`src/rtl/hazard_stall_ctrl_pkg.sv`:
```
// Shared definitions for the hazard/stall controller: FSM encoding and
// register-index constants used by the hazard comparator.
package core_pkg;

    typedef enum logic {
        ST_RUN  = 1'b0,
        ST_MISS = 1'b1
    } state_e;

    localparam int REG_IDX_W = 5;
    localparam logic [REG_IDX_W-1:0] X0 = 5'd0;

endpackage

```
`src/rtl/hazard_stall_ctrl_if.sv`:
```
// Bundle of the hazard controller's pipeline-facing signals. The master side
// is the pipeline (drives the ID/EX operand info, sees the stall controls);
// the slave side is the controller.
interface hazard_stall_ctrl_if
    import core_pkg::*;
#(
    parameter int CNT_W = 32
);
    logic                 EX_MemRead_i;
    logic [REG_IDX_W-1:0] EX_rd_i;
    logic [REG_IDX_W-1:0] ID_rs1_i;
    logic [REG_IDX_W-1:0] ID_rs2_i;
    logic                 ID_uses_rs2_i;
    logic                 branch_taken_i;
    logic                 mem_stall_i;
    logic                 PCWrite_o;
    logic                 IFID_write_o;
    logic                 IFID_flush_o;
    logic                 bubble_sel_o;
    logic                 freeze_o;
    logic [CNT_W-1:0]     lu_cnt_o;
    logic [CNT_W-1:0]     miss_cyc_cnt_o;
    logic                 miss_timeout_o;

    modport master (
        output EX_MemRead_i, EX_rd_i, ID_rs1_i, ID_rs2_i, ID_uses_rs2_i,
               branch_taken_i, mem_stall_i,
        input  PCWrite_o, IFID_write_o, IFID_flush_o, bubble_sel_o, freeze_o,
               lu_cnt_o, miss_cyc_cnt_o, miss_timeout_o
    );

    modport slave (
        input  EX_MemRead_i, EX_rd_i, ID_rs1_i, ID_rs2_i, ID_uses_rs2_i,
               branch_taken_i, mem_stall_i,
        output PCWrite_o, IFID_write_o, IFID_flush_o, bubble_sel_o, freeze_o,
               lu_cnt_o, miss_cyc_cnt_o, miss_timeout_o
    );

endinterface

```
`src/rtl/hazard_stall_ctrl_sat_counter.sv`:
```
// Up-counter with synchronous clear that holds at all-ones instead of wrapping.
module sat_counter #(
    parameter int W = 8
) (
    input  logic         clk_i,
    input  logic         rst_i,
    input  logic         clr_i,
    input  logic         en_i,
    output logic [W-1:0] cnt_o
);
    logic [W-1:0] cnt_q;
    logic [W-1:0] cnt_d;

    // next count: clear wins, otherwise step unless already at the ceiling
    always_comb begin
        cnt_d = cnt_q;
        if (clr_i) begin
            cnt_d = '0;
        end else if (en_i && (cnt_q != {W{1'b1}})) begin
            cnt_d = cnt_q + 1'b1;
        end
    end

    // count register
    always_ff @(posedge clk_i) begin
        if (rst_i) begin
            cnt_q <= '0;
        end else begin
            cnt_q <= cnt_d;
        end
    end

    assign cnt_o = cnt_q;

endmodule

```
`src/rtl/hazard_stall_ctrl.sv`:
```
// Hazard and stall controller for the 5-stage core: load-use bubbles,
// data-cache miss freeze, ID-stage branch flush, perf counters and a
// miss-timeout watchdog.
module hazard_stall_ctrl
    import core_pkg::*;
#(
    parameter int CNT_W        = 32,
    parameter int MISS_TIMEOUT = 1024
) (
    input  logic               clk_i,
    input  logic               rst_i,
    hazard_stall_ctrl_if.slave bus
);
    localparam int              TMO_W   = $clog2(MISS_TIMEOUT + 1);
    localparam logic [TMO_W-1:0] TMO_MAX = TMO_W'(MISS_TIMEOUT);

    state_e           state_q;
    state_e           state_d;
    logic             lu;
    logic             lu_bubble;
    logic             in_miss;
    logic             tmo_flag_q;
    logic             tmo_flag_d;
    logic [TMO_W-1:0] tmo_cnt;
    logic [CNT_W-1:0] lu_cnt;
    logic [CNT_W-1:0] miss_cnt;
    logic             pc_write;
    logic             ifid_write;
    logic             ifid_flush;
    logic             bubble_sel;
    logic             freeze;

    // Load in EX whose destination feeds an ID source register (x0 never hazards)
    assign lu = bus.EX_MemRead_i && (bus.EX_rd_i != X0) &&
                ((bus.EX_rd_i == bus.ID_rs1_i) ||
                 (bus.ID_uses_rs2_i && (bus.EX_rd_i == bus.ID_rs2_i)));

    assign in_miss   = (state_q == ST_MISS);
    assign lu_bubble = !rst_i && !bus.mem_stall_i && lu;

    // FSM state register
    always_ff @(posedge clk_i) begin
        if (rst_i) begin
            state_q <= ST_RUN;
        end else begin
            state_q <= state_d;
        end
    end

    // Next state plus prioritised stall controls (cache stall > load-use > branch)
    always_comb begin
        state_d    = state_q;
        pc_write   = 1'b1;
        ifid_write = 1'b1;
        ifid_flush = 1'b0;
        bubble_sel = 1'b0;
        freeze     = 1'b0;

        case (state_q)
            ST_RUN:  if (bus.mem_stall_i)  state_d = ST_MISS;
            ST_MISS: if (!bus.mem_stall_i) state_d = ST_RUN;
            default: state_d = ST_RUN;
        endcase

        if (rst_i) begin
            pc_write   = 1'b0;
            ifid_write = 1'b0;
            bubble_sel = 1'b1;
        end else if (bus.mem_stall_i) begin
            pc_write   = 1'b0;
            ifid_write = 1'b0;
            freeze     = 1'b1;
        end else if (lu) begin
            pc_write   = 1'b0;
            ifid_write = 1'b0;
            bubble_sel = 1'b1;
        end else if (bus.branch_taken_i) begin
            ifid_flush = 1'b1;
        end
    end

    // Sticky watchdog flag: raised the edge after the run length hits the limit
    always_comb begin
        tmo_flag_d = tmo_flag_q;
        if (tmo_cnt == TMO_MAX) begin
            tmo_flag_d = 1'b1;
        end
    end

    // Watchdog flag register
    always_ff @(posedge clk_i) begin
        if (rst_i) begin
            tmo_flag_q <= 1'b0;
        end else begin
            tmo_flag_q <= tmo_flag_d;
        end
    end

    sat_counter #(.W(CNT_W)) u_lu_cnt (
        .clk_i (clk_i),
        .rst_i (rst_i),
        .clr_i (1'b0),
        .en_i  (lu_bubble),
        .cnt_o (lu_cnt)
    );

    sat_counter #(.W(CNT_W)) u_miss_cnt (
        .clk_i (clk_i),
        .rst_i (rst_i),
        .clr_i (1'b0),
        .en_i  (in_miss),
        .cnt_o (miss_cnt)
    );

    // Run-length of consecutive MISS cycles; held at the limit once reached
    sat_counter #(.W(TMO_W)) u_tmo_cnt (
        .clk_i (clk_i),
        .rst_i (rst_i),
        .clr_i (!in_miss),
        .en_i  (in_miss && (tmo_cnt != TMO_MAX)),
        .cnt_o (tmo_cnt)
    );

    assign bus.PCWrite_o      = pc_write;
    assign bus.IFID_write_o   = ifid_write;
    assign bus.IFID_flush_o   = ifid_flush;
    assign bus.bubble_sel_o   = bubble_sel;
    assign bus.freeze_o       = freeze;
    assign bus.lu_cnt_o       = lu_cnt;
    assign bus.miss_cyc_cnt_o = miss_cnt;
    assign bus.miss_timeout_o = tmo_flag_q;

endmodule

```
`src/flat_wrapper.sv`:
```
// flat-port wrapper written by rule: the top's interface ports become plain ports
module hazard_stall_ctrl_flat import core_pkg::*;
#(
    parameter int CNT_W        = 32,
    parameter int MISS_TIMEOUT = 1024
)
  (clk_i, rst_i, bus_EX_MemRead_i, bus_EX_rd_i, bus_ID_rs1_i, bus_ID_rs2_i, bus_ID_uses_rs2_i, bus_branch_taken_i, bus_mem_stall_i, bus_PCWrite_o, bus_IFID_write_o, bus_IFID_flush_o, bus_bubble_sel_o, bus_freeze_o, bus_lu_cnt_o, bus_miss_cyc_cnt_o, bus_miss_timeout_o);
  hazard_stall_ctrl_if #(.CNT_W(CNT_W)) bus_i ();
  input  logic clk_i;
  input  logic rst_i;
  input wire logic [$bits(bus_i.EX_MemRead_i)-1:0] bus_EX_MemRead_i;
  input wire logic [$bits(bus_i.EX_rd_i)-1:0] bus_EX_rd_i;
  input wire logic [$bits(bus_i.ID_rs1_i)-1:0] bus_ID_rs1_i;
  input wire logic [$bits(bus_i.ID_rs2_i)-1:0] bus_ID_rs2_i;
  input wire logic [$bits(bus_i.ID_uses_rs2_i)-1:0] bus_ID_uses_rs2_i;
  input wire logic [$bits(bus_i.branch_taken_i)-1:0] bus_branch_taken_i;
  input wire logic [$bits(bus_i.mem_stall_i)-1:0] bus_mem_stall_i;
  output wire logic [$bits(bus_i.PCWrite_o)-1:0] bus_PCWrite_o;
  output wire logic [$bits(bus_i.IFID_write_o)-1:0] bus_IFID_write_o;
  output wire logic [$bits(bus_i.IFID_flush_o)-1:0] bus_IFID_flush_o;
  output wire logic [$bits(bus_i.bubble_sel_o)-1:0] bus_bubble_sel_o;
  output wire logic [$bits(bus_i.freeze_o)-1:0] bus_freeze_o;
  output wire logic [$bits(bus_i.lu_cnt_o)-1:0] bus_lu_cnt_o;
  output wire logic [$bits(bus_i.miss_cyc_cnt_o)-1:0] bus_miss_cyc_cnt_o;
  output wire logic [$bits(bus_i.miss_timeout_o)-1:0] bus_miss_timeout_o;
  assign bus_i.EX_MemRead_i = bus_EX_MemRead_i;
  assign bus_i.EX_rd_i = bus_EX_rd_i;
  assign bus_i.ID_rs1_i = bus_ID_rs1_i;
  assign bus_i.ID_rs2_i = bus_ID_rs2_i;
  assign bus_i.ID_uses_rs2_i = bus_ID_uses_rs2_i;
  assign bus_i.branch_taken_i = bus_branch_taken_i;
  assign bus_i.mem_stall_i = bus_mem_stall_i;
  assign bus_PCWrite_o = bus_i.PCWrite_o;
  assign bus_IFID_write_o = bus_i.IFID_write_o;
  assign bus_IFID_flush_o = bus_i.IFID_flush_o;
  assign bus_bubble_sel_o = bus_i.bubble_sel_o;
  assign bus_freeze_o = bus_i.freeze_o;
  assign bus_lu_cnt_o = bus_i.lu_cnt_o;
  assign bus_miss_cyc_cnt_o = bus_i.miss_cyc_cnt_o;
  assign bus_miss_timeout_o = bus_i.miss_timeout_o;
  hazard_stall_ctrl #(.CNT_W(CNT_W), .MISS_TIMEOUT(MISS_TIMEOUT)) u_core (.clk_i(clk_i), .rst_i(rst_i), .bus(bus_i));
endmodule
```
`config.mk`:
```
export PLATFORM = sky130hd
export DESIGN_NAME = hazard_stall_ctrl_flat
export DESIGN_NICKNAME = d
export VERILOG_FILES = /design/src/rtl/hazard_stall_ctrl_pkg.sv /design/src/rtl/hazard_stall_ctrl_if.sv /design/src/rtl/hazard_stall_ctrl_sat_counter.sv /design/src/rtl/hazard_stall_ctrl.sv /design/src/flat_wrapper.sv
export SDC_FILE = /design/constraint.sdc
export NUM_CORES = 1
export LEC_CHECK = 0
export ABC_AREA = 1
export CAP_MARGIN = 15
export CORE_MARGIN = 5
export CORE_UTILIZATION = 30
export CTS_BUF_LIST = sky130_fd_sc_hd__clkbuf_4
export DETAILED_ROUTE_END_ITERATION = 8
export DONT_BUFFER_PORTS = 1
export GPL_TIMING_DRIVEN = 0
export PLACE_DENSITY_LB_ADDON = 0.1
export SETUP_SLACK_MARGIN = 0.4
export SLEW_MARGIN = 10
export SYNTH_ARGS = -nofsm -noshare
export SYNTH_HDL_FRONTEND = slang
export SYNTH_SLANG_ARGS = --single-unit
```
`constraint.sdc`:
```
create_clock -name clk_i -period 1.6 [get_ports clk_i]
set_input_delay 0.16 -clock clk_i [delete_from_list [all_inputs] [get_ports clk_i]]
set_output_delay 0.16 -clock clk_i [all_outputs]
set_load 0.005 [all_outputs]
```
==> results.md, run 1 <==
* Fill count at 1,803
* TNS Setup at -5.009 ns
* FFs w/ async S/R, synth at 0%
* Pre-CTS setup slack at -0.3023 ns
* Setup Crit Path Kind: reg -> reg
* Final non-filler cell total at 1,118
* R2R cell count at 13
* Vias per inst at 4.609
* Layout cells sized above 1 at 37.05%
* Final Hold Vio Count at 0
* Slew @ Worst Pin at 0.7883 ns
* Fraction of the cycle the final worst path needs at 109.2%
* Slew headroom at 47.44%
* Power Dens Cells at 541.2 mW/mm²
* CTS Buffer Depth at 2
* Reg-to-Reg Start: u_core.u_miss_cnt.cnt_o[1]$_SDFFE_PP0P_
* First-pass GRT wire length at 25,850 µm
* Met2 wire len at 7825 µm
* WP data arrival at 2.10 ns
* CP Launch Type: flip-flop
* Worst vdd rail ir drop at 0.0005412 V
* Gr ovfl total at 0
* Fin area at 0.006927 mm²
* Worst hold path type: in -> reg
* Synth warnings at 0
* Synth Cell Area at 0.004987 mm²
* Site Rows at 47
* Crit-path max FO at 5
* Top post-synthesis cells by area: dfxtp_1, nand2_1, nor2_1
* Number of I/O pins at 91
* Area delta synth->final at 38.89%
* Antenna Nets Post-Route at 0
* Status: finished with violations
* CTS sink cnt at 77
* Port Buf Inserts at 0
* CTS tree: yes
* Placed Cells at 1,045
* Core Box Area at 0.01647 mm²
* Dpl cell area at 0.005366 mm²
* Number of global-route vias before repair at 4,951
* Drc violations at 0
* Hold Path Sink: u_core.u_lu_cnt.cnt_o[31]$_SDFFE_PP0P_
* Main synth FF type: dfxtp_1
* Post-synth EDFFs at 0
* Gate count of the mapped netlist at 825
* Yosys top cell by area: dfxtp_1
* Worst-Skew Late Latency at 0.45 ns
* Violated checks: negative setup slack
* Startpoint of the worst hold path: bus_mem_stall_i
* Clock Skews at 0.01544 ns
* Wl on met1 at 6854 µm
* Largest net degree at the start of global routing at 14
* Synth top area share at 30.91%
* Initial Util at 30.29%
* Initial antenna violation count at 1
* Final min period at 1.748 ns
* Max-slew violation count at 0
* Required @ worst endpoint at 1.95 ns
* HPWL after DPL at 11,360 µm
* Max Clk Rate at 572.2 MHz
* Most frequent CP cell: nand2_4
* Chip Width at 138.9 µm
* CTS clock-pin slew for the worst setup and hold paths at 0.13 ns
* TritonCTS Buffers at 9
* Via Count at 5,153
* RSZ-0062 raised after global routing: yes
* Slowest stage delay, CP at 0.43 ns
* H-tree depth at 3
* Syn avg cell area at 6.045 µm²
* Power consumption at 3.749 mW
* WHS Path Cells at 5
* Maxcap violations at 0
* Syn Nets at 850
* DR pass1 iterations at 4
* Met3 WL post-DR at 961 µm
* Worst R2R End: u_core.u_miss_cnt.cnt_o[19]$_SDFFE_PP0P_
* Uppermost layer routed: met4
* Routed WL at 15,860 µm
* Multi-input logic area at 0.003720 mm²
* Worst-path cell chain: ha_4 -> nand2_4 -> nor2_4 -> nand2_4 -> nor2_4 -> nand2_4 -> nand2_4 -> buf_12 -> buf_12 -> buf_6 -> nor2_2 -> nor2_1 -> nor2_1
* GRT Overall Usage at 16.32%
* CTS root buffer: clkbuf_4
* Crit-path slowest cell: dfxtp_4
* Die Area at 0.01930 mm²
* Register area share after synthesis at 30.91%
* Unique cell type count in the Yosys netlist at 31
* Fin nets at 916
* CP Capture Type: flip-flop
* P_leak at 2.677 nW
* GP Congestion at 0.8478
* Setup Viol. Count Final at 60
* Routed WL per cell at 14.19 µm
* First-iteration detailed-routing DRC count at 249
* Die Y-Extent at 138.9 µm
* Reg2reg setup slack at -0.15 ns
* FF+latch count, synth at 77
* Reg area at 0.001699 mm²
* PnR worst setup slack at -0.1477 ns
* Critical Path Source: u_core.u_miss_cnt.cnt_o[1]$_SDFFE_PP0P_
-- metrics by stage --
stage                     util, %  hold slack (ns)
after detailed placement    32.59           0.3241
after global placement      32.59           0.3298
after global routing        42.07           0.1100
final                       42.07           0.1084
after floorplan                 -           0.2922
after CTS                   38.52          0.07082
-- area by class of cell --
cell class                 count  area share (%)
tap                          220           3.974
multi-input combinational    657           53.70
sequential                    77           24.53
inverter                      73           4.137
timing repair buffer          54           8.490
buffer                        19           2.493
antenna                        2         0.07225
clock inverter                 7           1.626
clock buffer                   9          0.9754
-- cell usage in the layout (no fill, tap or decap), drive strengths merged, types with 9 or more instances in the layout --
master,netlist,routed
dfxtp,77,77
nand3,42,43
nand3b,9,9
buf,13,65
nand2,298,298
a21oi,39,39
nor2,194,194
inv,73,74
nor3,17,17
o21ai,11,11
xor2,17,17
clkbuf,6,15
nand4,16,16
-- synth_stat cells, types with 2 or more instances --
cell type    n
nor3_1      17
nand3_1     39
buf_12       2
inv_2        5
nand2_2     14
nand2_1    282
nand2_4      2
a21oi_2     20
nor2_2       6
inv_1       68
nand4_1     15
buf_2        7
xnor2_1      6
nand3b_1     9
dfxtp_1     77
clkbuf_1     6
o21ai_0     11
buf_1        2
nor2_1     182
ha_1         4
xor2_1      17
a21oi_1     19
nand3_2      2
nor2_4       6
-- cell families (layout without fill, tap and decap cells) --
kind of cell | Yosys count | count (layout) | synth area share [%]
simple gates | 579 | 580 | 49.47
buf+inv | 92 | 162 | 8.053
flops | 77 | 77 | 30.91
compound gates | 50 | 50 | 6.523
xor+xnor | 23 | 23 | 4.039
fa+ha+maj | 4 | 4 | 1.004
other cells | 0 | 2 | 0
-- what timing repair did --
item	4_1_cts	5_1_grt
resized for setup	161	126
hold endpoints to repair	1	0
cloned	6	0
pin swaps	43	44
endpoints found under the setup margin	80	79
buffers inserted	27	21
hold buffers	1	0
-- worst max-delay path, delay by kind of cell (launching register included) --
kind	cells	cell delay, ns
AND/OR/NAND/NOR	9	0.72
adder cells (fa/ha/maj)	1	0.17
buffers and inverters	3	0.32
flip-flops	1	0.43
-- metal layers --
metal,track usage (%),vias up
li1,-,2715
met1,19.80,2323
met3,5.862,19
met5,0,-
met4,4.171,0
met2,27.54,96
-- worst max path at each step --
stage / end / slack (ns)
5_1_grt: u_core.u_lu_cnt.cnt_o[4]$_SDFFE_PP0P_ / -0.26
4_1_cts: u_core.u_lu_cnt.cnt_o[3]$_SDFFE_PP0P_ / -0.15
3_5_place_dp: u_core.u_miss_cnt.cnt_o[22]$_SDFFE_PP0P_ / -0.30
2_1_floorplan: u_core.u_miss_cnt.cnt_o[18]$_SDFFE_PP0P_ / 0.04
3_3_place_gp: u_core.u_miss_cnt.cnt_o[22]$_SDFFE_PP0P_ / -0.30
6_report: u_core.u_miss_cnt.cnt_o[19]$_SDFFE_PP0P_ / -0.15
-- where the power goes --
group / switching (mW) / internal [mW] / leakage, nW
Combinational: 0.184 / 0.143 / 1.92
Sequential: 0.0202 / 1.87 / 0.662
Clock: 0.745 / 0.783 / 0.0939
-- sequential cells by signal (all words and copies together) (netlist names) --
signal and cells:
u_core.u_miss_cnt.cnt_o 32, u_core.bus.miss_timeout_o 1, u_core.u_tmo_cnt.cnt_o 11, u_core.in_miss 1, u_core.u_lu_cnt.cnt_o 32
No activity file was read; power rests on OpenSTA's default activity.
==> run 2: changes to the inputs <==
--- a/config.mk
+++ b/config.mk
@@ -13,6 +13,7 @@
 export DETAILED_ROUTE_END_ITERATION = 8
 export DONT_BUFFER_PORTS = 1
 export GPL_TIMING_DRIVEN = 0
+export MAX_ROUTING_LAYER = met4
 export PLACE_DENSITY_LB_ADDON = 0.1
 export SETUP_SLACK_MARGIN = 0.4
 export SLEW_MARGIN = 10
==> run 2 against run 1 <==
The run still ends with negative setup slack left. Fmax fell by 0.30%. Combinational power fell by 2%. Utilization fell by 0.23 points. Critical endpoint unchanged. Largest cell class unchanged. Highest routed layer unchanged.
==> results.md, run 2 (synthesized netlist as in run 1, its figures left out) <==
* Antenna Nets Post-Route at 0 (unchanged)
* Uppermost layer routed: met4
* Chip Width at 138.9 µm (unchanged)
* Most frequent cells in the layout: nand2_1, nor2_1, inv_1
* Slew @ Worst Pin at 0.7788 ns (-0.009575 ns)
* Worst R2R End: u_core.u_miss_cnt.cnt_o[19]$_SDFFE_PP0P_
* Delay-heaviest family, CP: simple AND/OR/NAND/NOR gates
* Number of I/O pins at 91 (unchanged)
* Worst vdd rail ir drop at 0.0005432 V (+0.37%)
* Reg-to-Reg Start: u_core.u_miss_cnt.cnt_o[0]$_SDFFE_PP0P_
* Final non-filler cell total at 1,116 (-0.18%)
* Vias per inst at 4.572 (-0.81%)
* Gate power share at 8.6% (about the same)
* Buf/Inv on CP at 3 (unchanged)
* Layout cells sized above 1 at 37.02% (about the same)
* First-iteration detailed-routing DRC count at 244 (-2.0%)
* Net Sw Power at 0.9486 mW (about the same)
* H-tree depth at 3 (unchanged)
* Crit-path slowest cell: dfxtp_4
* Startpoint of the worst hold path: bus_mem_stall_i
* Routed WL per cell at 14.12 µm (-0.48%)
* Power Dens Cells at 543.5 mW/mm² (+0.43%)
* Site Rows at 47 (unchanged)
* R2R cell count at 13 (unchanged)
* Port Buf Inserts at 0 (unchanged)
* CTS clock-pin slew for the worst setup and hold paths at 0.13 ns (about the same)
* GP Congestion at 0.8612 (+1.6%)
* HPWL after DPL at 11,360 µm (unchanged)
* Die Y-Extent at 138.9 µm (unchanged)
* Setup Viol. Count Final at 57 (-5.0%)
* Drc violations at 0 (unchanged)
* Final Hold Vio Count at 0 (unchanged)
* CP Launch Type: flip-flop
* Reg area at 0.001699 mm² (unchanged)
* Crit-path max FO at 6 (+1)
* CTS root buffer: clkbuf_4
* CTS sink cnt at 77 (unchanged)
* Initial Util at 30.29% (unchanged)
* Core Box Area at 0.01647 mm² (unchanged)
* Area delta synth->final at 38.13%
* DR pass1 iterations at 4 (unchanged)
* Largest net degree at the start of global routing at 14 (unchanged)
* Max-slew violation count at 0 (unchanged)
* Slowest stage delay, CP at 0.43 ns (about the same)
* Fin nets at 914 (-0.22%)
* Max Clk Rate at 570.5 MHz (-0.30%)
* Required @ worst endpoint at 1.95 ns (about the same)
* P_leak at 2.670 nW (-0.25%)
* WHS Path Cells at 5 (unchanged)
* Part of the power in registers at 50.6% (about the same)
* CTS Buffer Depth at 2 (unchanged)
* Met2 wire len at 7680 µm (-1.9%)
* Met3 WL post-DR at 905 µm (-5.8%)
* Routed WL at 15,760 µm (-0.66%)
* Final Util at 41.84% (-0.23 points)
* PnR worst setup slack at -0.1530 ns (-0.005327 ns)
* Fill count at 1,799 (-0.22%)
* RSZ-0062 raised after global routing: yes
* Hold Path Sink: u_core.u_lu_cnt.cnt_o[31]$_SDFFE_PP0P_
* Worst hold path type: in -> reg
* Maxcap violations at 0 (unchanged)
* Clock power frac at 40.9% (about the same)
* Worst-Skew Late Latency at 0.46 ns (about the same)
* Setup Crit Path Kind: reg -> reg
* Fin area at 0.006889 mm² (-0.54%)
* Total stage count of the critical path at 13 (unchanged)
* Wl on met1 at 6964 µm (+1.6%)
* Sw Ratio at 25.33% (+0.028 points)
* Reg2reg setup slack at -0.15 ns (about the same)
* CP Capture Type: flip-flop
* First-pass GRT wire length at 25,850 µm (about the same)
* P_int at 2.796 mW (-0.16%)
* Final min period at 1.753 ns (+0.005327 ns)
* WP data arrival at 2.11 ns (about the same)
* Gr ovfl total at 0 (unchanged)
* Most frequent CP cell: nand2_4
* Commonest non-fill, non-tap cell in the layout: nand2_1
* Initial antenna violation count at 1 (unchanged)
* Die Area at 0.01930 mm² (unchanged)
* Clock Skews at 0.01807 ns (+0.002628 ns)
* Fraction of the cycle the final worst path needs at 109.6% (+0.33 points)
* Worst-path cell chain: ha_4 -> nand2_4 -> nor2_4 -> nand2_4 -> nor2_4 -> nand2_4 -> nand2_4 -> buf_12 -> buf_12 -> buf_6 -> nor2_2 -> nor2_1 -> nor2_1
* Slew headroom at 48.08% (+0.64 points)
* Dpl cell area at 0.005366 mm² (unchanged)
* Placed Cells at 1,045 (unchanged)
* Via Count at 5,102 (-0.99%)
* Number of global-route vias before repair at 4,940 (-0.22%)
* Violated checks: negative setup slack
* Status: finished with violations
* Multi-input logic area at 0.003709 mm² (-0.30%)
* TritonCTS Buffers at 9 (unchanged)
* Pre-CTS setup slack at -0.3023 ns (unchanged)
* GRT Overall Usage at 16.79% (+0.47 points)
* TNS Setup at -4.456 ns (+0.5526 ns)
* CTS tree: yes
==> run 2: stage by stage <==
stage	hold slack, ns	power (mW)
after detailed placement	0.3241	2.191
after floorplan	0.2922	2.135
after global placement	0.3298	2.192
after global routing	0.1099	3.938
after CTS	0.07082	3.830
final	0.1070	3.744
==> run 2: worst register-to-register path: stages (launching register included) <==
cell,delay [ns]
dfxtp_4,0.43
ha_4,0.16
nand2_4,0.05
nor2_4,0.14
nand2_4,0.08
nor2_4,0.15
nand2_4,0.09
nand2_4,0.08
buf_12,0.14
buf_12,0.11
buf_6,0.09
nor2_2,0.03
nor2_1,0.09
nor2_1,0.05
==> run 2: cell type report <==
class | instances | share of cell area [%]
antenna | 2 | 0.07265
buffer | 19 | 2.506
clock buffer | 9 | 0.9807
clock inverter | 7 | 1.635
inverter | 73 | 4.159
multi-input combinational | 657 | 53.83
sequential | 77 | 24.66
tap | 220 | 3.996
timing repair buffer | 52 | 8.155
==> run 2: layer usage <==
layer  up-vias  track usage, %
met3        18           5.862
li1       2708               -
met1      2282           19.84
met2        94           27.46
met4         0           4.171
met5         -               -
==> run 2: worst max-delay path by stage <==
stage | from | to | slack (ns)
after CTS | u_core.u_lu_cnt.cnt_o[1]$_SDFFE_PP0P_ | u_core.u_lu_cnt.cnt_o[3]$_SDFFE_PP0P_ | -0.15
after floorplan | u_core.u_miss_cnt.cnt_o[1]$_SDFFE_PP0P_ | u_core.u_miss_cnt.cnt_o[18]$_SDFFE_PP0P_ | 0.04
after global routing | u_core.u_lu_cnt.cnt_o[1]$_SDFFE_PP0P_ | u_core.u_lu_cnt.cnt_o[4]$_SDFFE_PP0P_ | -0.26
after detailed placement | u_core.u_miss_cnt.cnt_o[1]$_SDFFE_PP0P_ | u_core.u_miss_cnt.cnt_o[22]$_SDFFE_PP0P_ | -0.30
final | u_core.u_miss_cnt.cnt_o[0]$_SDFFE_PP0P_ | u_core.u_miss_cnt.cnt_o[19]$_SDFFE_PP0P_ | -0.15
after global placement | u_core.u_miss_cnt.cnt_o[0]$_SDFFE_PP0P_ | u_core.u_miss_cnt.cnt_o[22]$_SDFFE_PP0P_ | -0.30
==> run 2: power groups by stage <==
stage | sequential (mW) | clock, mW | combinational, mW
5_1_grt | 1.90 | 1.69 | 0.351
3_3_place_gp | 1.98 | 0 | 0.210
6_report | 1.89 | 1.53 | 0.320
2_1_floorplan | 1.98 | 0 | 0.158
3_5_place_dp | 1.98 | 0 | 0.209
4_1_cts | 1.93 | 1.61 | 0.297
==> run 2: what timing repair did <==
action	CTS	global route
hold buffers	1	0
endpoints found under the setup margin	80	79
setup buffers	27	19
resized for setup	161	125
hold endpoints to repair	1	0
pin swaps	43	42
cloned	6	0
